[config.mk]
export PLATFORM = sky130hd
export DESIGN_NAME = stage_seq
export DESIGN_NICKNAME = d
export VERILOG_FILES = /design/src/rtl/stage_seq.sv
export SDC_FILE = /design/constraint.sdc
export NUM_CORES = 2
export LEC_CHECK = 0
export CORE_ASPECT_RATIO = 0.6
export CORE_UTILIZATION = 60
export DETAILED_ROUTE_END_ITERATION = 8
export HOLD_SLACK_MARGIN = 0.05
export PLACE_DENSITY = 0.8
export REMOVE_ABC_BUFFERS = 1
export SLEW_MARGIN = 20
export SYNTH_ARGS = -nofsm -noshare
export SYNTH_HDL_FRONTEND = slang
export SYNTH_SLANG_ARGS = --single-unit
[constraint.sdc]
create_clock -name clk -period 19.5 [get_ports clk]
set_input_delay 2.925 -clock clk [delete_from_list [all_inputs] [get_ports clk]]
set_output_delay 2.925 -clock clk [all_outputs]
set_load 0.02 [all_outputs]
[src/rtl/stage_seq.sv]
// stage_seq: tap/bias/data read sequencer feeding a 6-tap MAC; first result 8 cycles after start, 8 cycles per output.
// Result is held on out_valid until out_ready with no reads issued; define STAGE_SEQ_RELU_EN to clamp negative results to 0.
module stage_seq #(
  parameter int N_OUT     = 8,
  parameter int STRIDE    = 6,
  parameter int DATA_BASE = 0,
  parameter int FRAC      = 16
) (
  input  logic         clk,
  input  logic         reset,
  input  logic         start,
  output logic         busy,
  output logic         done,
  output logic         tap_rd_en,
  output logic [3:0]   tap_rd_addr,
  input  logic [191:0] tap_rd_data,
  output logic         bias_rd_en,
  output logic [2:0]   bias_rd_addr,
  input  logic [31:0]  bias_rd_data,
  output logic         data_rd_en,
  output logic [5:0]   data_rd_addr,
  input  logic [31:0]  data_rd_data,
  output logic         out_valid,
  input  logic         out_ready,
  output logic [31:0]  out_data,
  output logic [2:0]   out_index
);

  typedef enum logic [2:0] {IDLE, LOAD, MAC, OUT, DONE} state_t;

  state_t state, state_nxt;

  logic [2:0]          n;
  logic [2:0]          j;
  logic [159:0]        tap_hi;
  logic signed [66:0]  acc;
  logic signed [66:0]  acc_base;
  logic signed [66:0]  acc_nxt;
  logic signed [66:0]  shifted;
  logic signed [66:0]  bias_ext;
  logic signed [66:0]  prod_ext;
  logic signed [63:0]  prod;
  logic signed [31:0]  lane_sel;
  logic signed [31:0]  data_s;
  logic [31:0]         sat_val;
  logic [31:0]         result;
  logic [5:0]          row_addr;
  logic                last;

  assign row_addr = 6'(DATA_BASE + int'(n) * STRIDE);
  assign last     = (n == 3'(N_OUT - 1));

  // Lane 0 comes straight off the read port in j=0; lanes 1..5 from the captured row.
  always_comb begin
    lane_sel = tap_rd_data[31:0];
    for (int k = 1; k < 6; k++) begin
      if (j == 3'(k)) lane_sel = tap_hi[32*(k-1) +: 32];
    end
  end

  assign data_s   = data_rd_data;
  assign prod     = lane_sel * data_s;
  assign prod_ext = {{3{prod[63]}}, prod};
  assign bias_ext = {{35{bias_rd_data[31]}}, bias_rd_data};
  assign acc_base = (j == 3'd0) ? (bias_ext <<< FRAC) : acc;
  assign acc_nxt  = acc_base + prod_ext;
  assign shifted  = acc_nxt >>> FRAC;

  always_comb begin
    if (shifted[66:31] != {36{shifted[66]}}) begin
      sat_val = shifted[66] ? 32'h8000_0000 : 32'h7FFF_FFFF;
    end else begin
      sat_val = shifted[31:0];
    end
`ifdef STAGE_SEQ_RELU_EN
    result = sat_val[31] ? 32'd0 : sat_val;
`else
    result = sat_val;
`endif
  end

  always_ff @(posedge clk) begin
    if (reset) begin
      state     <= IDLE;
      n         <= '0;
      j         <= '0;
      tap_hi    <= '0;
      acc       <= '0;
      out_data  <= '0;
      out_index <= '0;
    end else begin
      state <= state_nxt;
      case (state)
        LOAD: j <= '0;
        MAC: begin
          if (j == 3'd0) tap_hi <= tap_rd_data[191:32];
          acc <= acc_nxt;
          j   <= j + 3'd1;
          if (j == 3'd5) begin
            out_data  <= result;
            out_index <= n;
          end
        end
        OUT: begin
          if (out_ready && !last) n <= n + 3'd1;
        end
        DONE: n <= '0;
        default: ;
      endcase
    end
  end

  always_comb begin
    state_nxt    = state;
    busy         = 1'b0;
    done         = 1'b0;
    tap_rd_en    = 1'b0;
    tap_rd_addr  = '0;
    bias_rd_en   = 1'b0;
    bias_rd_addr = '0;
    data_rd_en   = 1'b0;
    data_rd_addr = '0;
    out_valid    = 1'b0;
    case (state)
      IDLE: begin
        if (start) state_nxt = LOAD;
      end
      LOAD: begin
        busy         = 1'b1;
        tap_rd_en    = 1'b1;
        tap_rd_addr  = {1'b0, n};
        bias_rd_en   = 1'b1;
        bias_rd_addr = n;
        data_rd_en   = 1'b1;
        data_rd_addr = row_addr;
        state_nxt    = MAC;
      end
      MAC: begin
        busy = 1'b1;
        if (j <= 3'd4) begin
          data_rd_en   = 1'b1;
          data_rd_addr = 6'(int'(row_addr) + int'(j) + 1);
        end
        if (j == 3'd5) state_nxt = OUT;
      end
      OUT: begin
        busy      = 1'b1;
        out_valid = 1'b1;
        if (out_ready) state_nxt = last ? DONE : LOAD;
      end
      DONE: begin
        done      = 1'b1;
        state_nxt = IDLE;
      end
      default: state_nxt = IDLE;
    endcase
  end

endmodule

==> run_results.csv <==
group,metric,value,unit
global_routing,antenna_found_initial,8,
floorplan,core-area,88100,µm²
critical_path,worstPathMaxFanout,32,
drt,viasPerCell,5.73,
timing,finalSetupViolCount,0,
timing,worstMarginPinSlew,1110,ps
timing,hold_viol_final,0,
synthesis,synthArstFlopShare,0,
clocking,numCtsBuffers,28,
layout,drive_above_1_share,0.0364,
timing,fmax,71.8,MHz
synthesis,yosysUniqueCellTypes,74,
floorplan,die_h,234,µm
floorplan,row_count,84,
timing,clock_skew,42.3,ps
critical_path,cp_slowest_stage_delay,1060,ps
floorplan,fp.dieW,388,µm
critical_path,worstPathRequired,20010,ps
status,status,"finished clean",
layout,syn2layout_area_growth,9.54,%
drt,drt_iter0_drc,4216,
placed_design,dp_hpwl,129000,µm
synthesis,yosys_register_bits,271,
clocking,cts-root-buf,"clkbuf_16",
floorplan,io_pins,314,
timing,relSlewSlack,0.257,
global_routing,grt_util_all_layers,0.364,
placed_design,dp.cells,7338,
clocking,cts_resized,0,
placed_design,place.gp.congestion,1.05,
drt,wl_per_cell,21.6,µm
layout,mostFrequentLayoutCell,"fa_1",
clocking,cts_buffer_depth,3,
clocking,clk_pin_slew_worst_paths,70,ps
timing,fin_crit_sh,0.714,
global_routing,top_usage_layer,"met1",
synthesis,ys_warn_count,0,
clocking,post_cts_buffers,0,
placed_design,portBuffers,312,
timing,hold_ws,453,ps
critical_path,r2r-end,"out_data[7]",
synthesis,syn_inst,6140,
clocking,hold_buffers,0,
timing,rsz0062_at_grt,"no",
floorplan,start_util,0.610,
synthesis,synth_top_flop_cell,"dfxtp_1",
min_path,hp-class,"reg2reg",
global_routing,grt_pass1_vias,45000,
global_routing,grt_util_met3,0.145,
synthesis,avgSynthCellArea,8.75,µm²
drt,drc_errors,0,
timing,fin_crit,13920,ps
clocking,htreeDepth,1,
drt,routed_wl,160000,µm
floorplan,die_area,90800,µm²
critical_path,critPathLaunchType,"primary input",
synthesis,yosysSeqAreaShare,0.101,
layout,fin_cells,7392,
drt,vias,42400,
run,maxCapViolCount,0,
timing,drv_slew,0,
critical_path,slowest_stage,"fa_1",
critical_path,critPathCapture,"out_data[7]",
critical_path,end_kind,"flop",
global_routing,grt_pass1_wl,253000,µm
critical_path,r2r_cells,38,
critical_path,worstReg2RegStart,"j[1]",
critical_path,cp_common_cell,"fa_1",
clocking,clkLatencyLatePin,630,ps
layout,most-common-layout-cells,"fa_1, inv_1, nand2_1",
drt,drt-pass1-iter-count,6,
synthesis,synth_edf_count,0,
global_routing,grt_max_degree,98,
global_routing,grt-ovfl-total,0,
synthesis,synth_area,53700,µm²
drt,antenna_left,0,
clocking,cts_sinks,271,
global_routing,met2_usage,0.516,
layout,nets,7949,
critical_path,startpoint,"tap_rd_data[31]",
critical_path,r2r_setup_slack,6810,ps
timing,setup_tns,0,ps
global_routing,met1_usage,0.531,
clocking,tritoncts,"done",
critical_path,crit_type,"in2reg",
critical_path,crit_arrival,14430,ps
==> through the flow <==
step                      utilization  cell area, µm²  setup WS (ps)
after floorplan                     -           52400           4200
after global placement          0.656           57800           5140
after detailed placement        0.656           57800           4960
after CTS                       0.668           58800           5520
after global routing            0.668           58800           4870
final                           0.668           58900           5580
==> metal layers <==
metal  vias up  wire [µm]  share of wire
met4         8       2790          0.017
met1     21400      68300           0.43
met2      2374      64900           0.41
met3       209      23400           0.15
li1      18400          -              -
met5         -         55        0.00034
==> worst min-delay path by stage <==
stage | start | endpoint | cells after the start
final | tap_hi[110] | tap_hi[110] | 2
after global routing | tap_hi[112] | tap_hi[112] | 2
after CTS | tap_hi[101] | tap_hi[101] | 2
after detailed placement | acc[12] | acc[12] | 2
after global placement | acc[9] | acc[9] | 2
after floorplan | acc[10] | acc[10] | 2
==> critical path: cells and delay by family <==
family | cells | cell delay (ps)
compound gates | 11 | 2830
fa+ha+maj | 9 | 5400
buf+inv | 8 | 1830
mux | 1 | 70
simple gates | 6 | 1330
==> cells by family (layout without fill, tap and decap cells) <==
| group | count (synthesis) | after routing | synth area share |
|---|---|---|---|
| flops | 271 | 271 | 0.101 |
| other cells | 1 | 2 | 0.0000698 |
| mux | 71 | 71 | 0.0134 |
| fa+ha+maj | 1480 | 1480 | 0.519 |
| xor+xnor | 67 | 67 | 0.0109 |
| compound gates | 699 | 699 | 0.0769 |
| simple gates | 1965 | 1965 | 0.168 |
| buf+inv | 1586 | 1676 | 0.112 |
==> registers in the layout, indices dropped and copies added, names as in the netlist <==
name,cells
tap_hi,160
acc,67
out_data,32
j,3
n,3
out_index,3
state,3
==> synthesized netlist by cell type, types with 12 or more instances <==
cell / number / area [µm²]
nor2_1: 205 / 769
o21a_1: 17 / 128
nand4_1: 29 / 181
a21o_1: 12 / 90.1
mux2i_1: 67 / 671
a211oi_1: 56 / 420
ha_1: 235 / 2940
xnor2_1: 44 / 385
nor2b_1: 13 / 81.3
nand2_1: 1119 / 4200
a211oi_2: 13 / 163
a21oi_1: 378 / 1890
buf_1: 14 / 52.6
fa_1: 1245 / 24900
xor2_1: 23 / 201
nor3_1: 23 / 115
buf_2: 12 / 60.1
o21ai_0: 132 / 661
inv_1: 1231 / 4620
nand3_1: 21 / 105
dfxtp_1: 271 / 5430
o21bai_1: 16 / 120
clkbuf_1: 322 / 1210
and2_1: 499 / 3120
==> layout make-up <==
class | instances | area (µm²)
antenna | 1 | 2.50
clock buffer | 38 | 818
clock inverter | 13 | 218
fill | 7098 | 29200
inverter | 1232 | 4630
multi-input combinational | 4283 | 42600
sequential | 271 | 5430
tap | 1161 | 1450
timing repair buffer | 393 | 3730
Power is not shown: default switching activity piles up to over one toggle a cycle in this logic, so the estimate is an artifact.
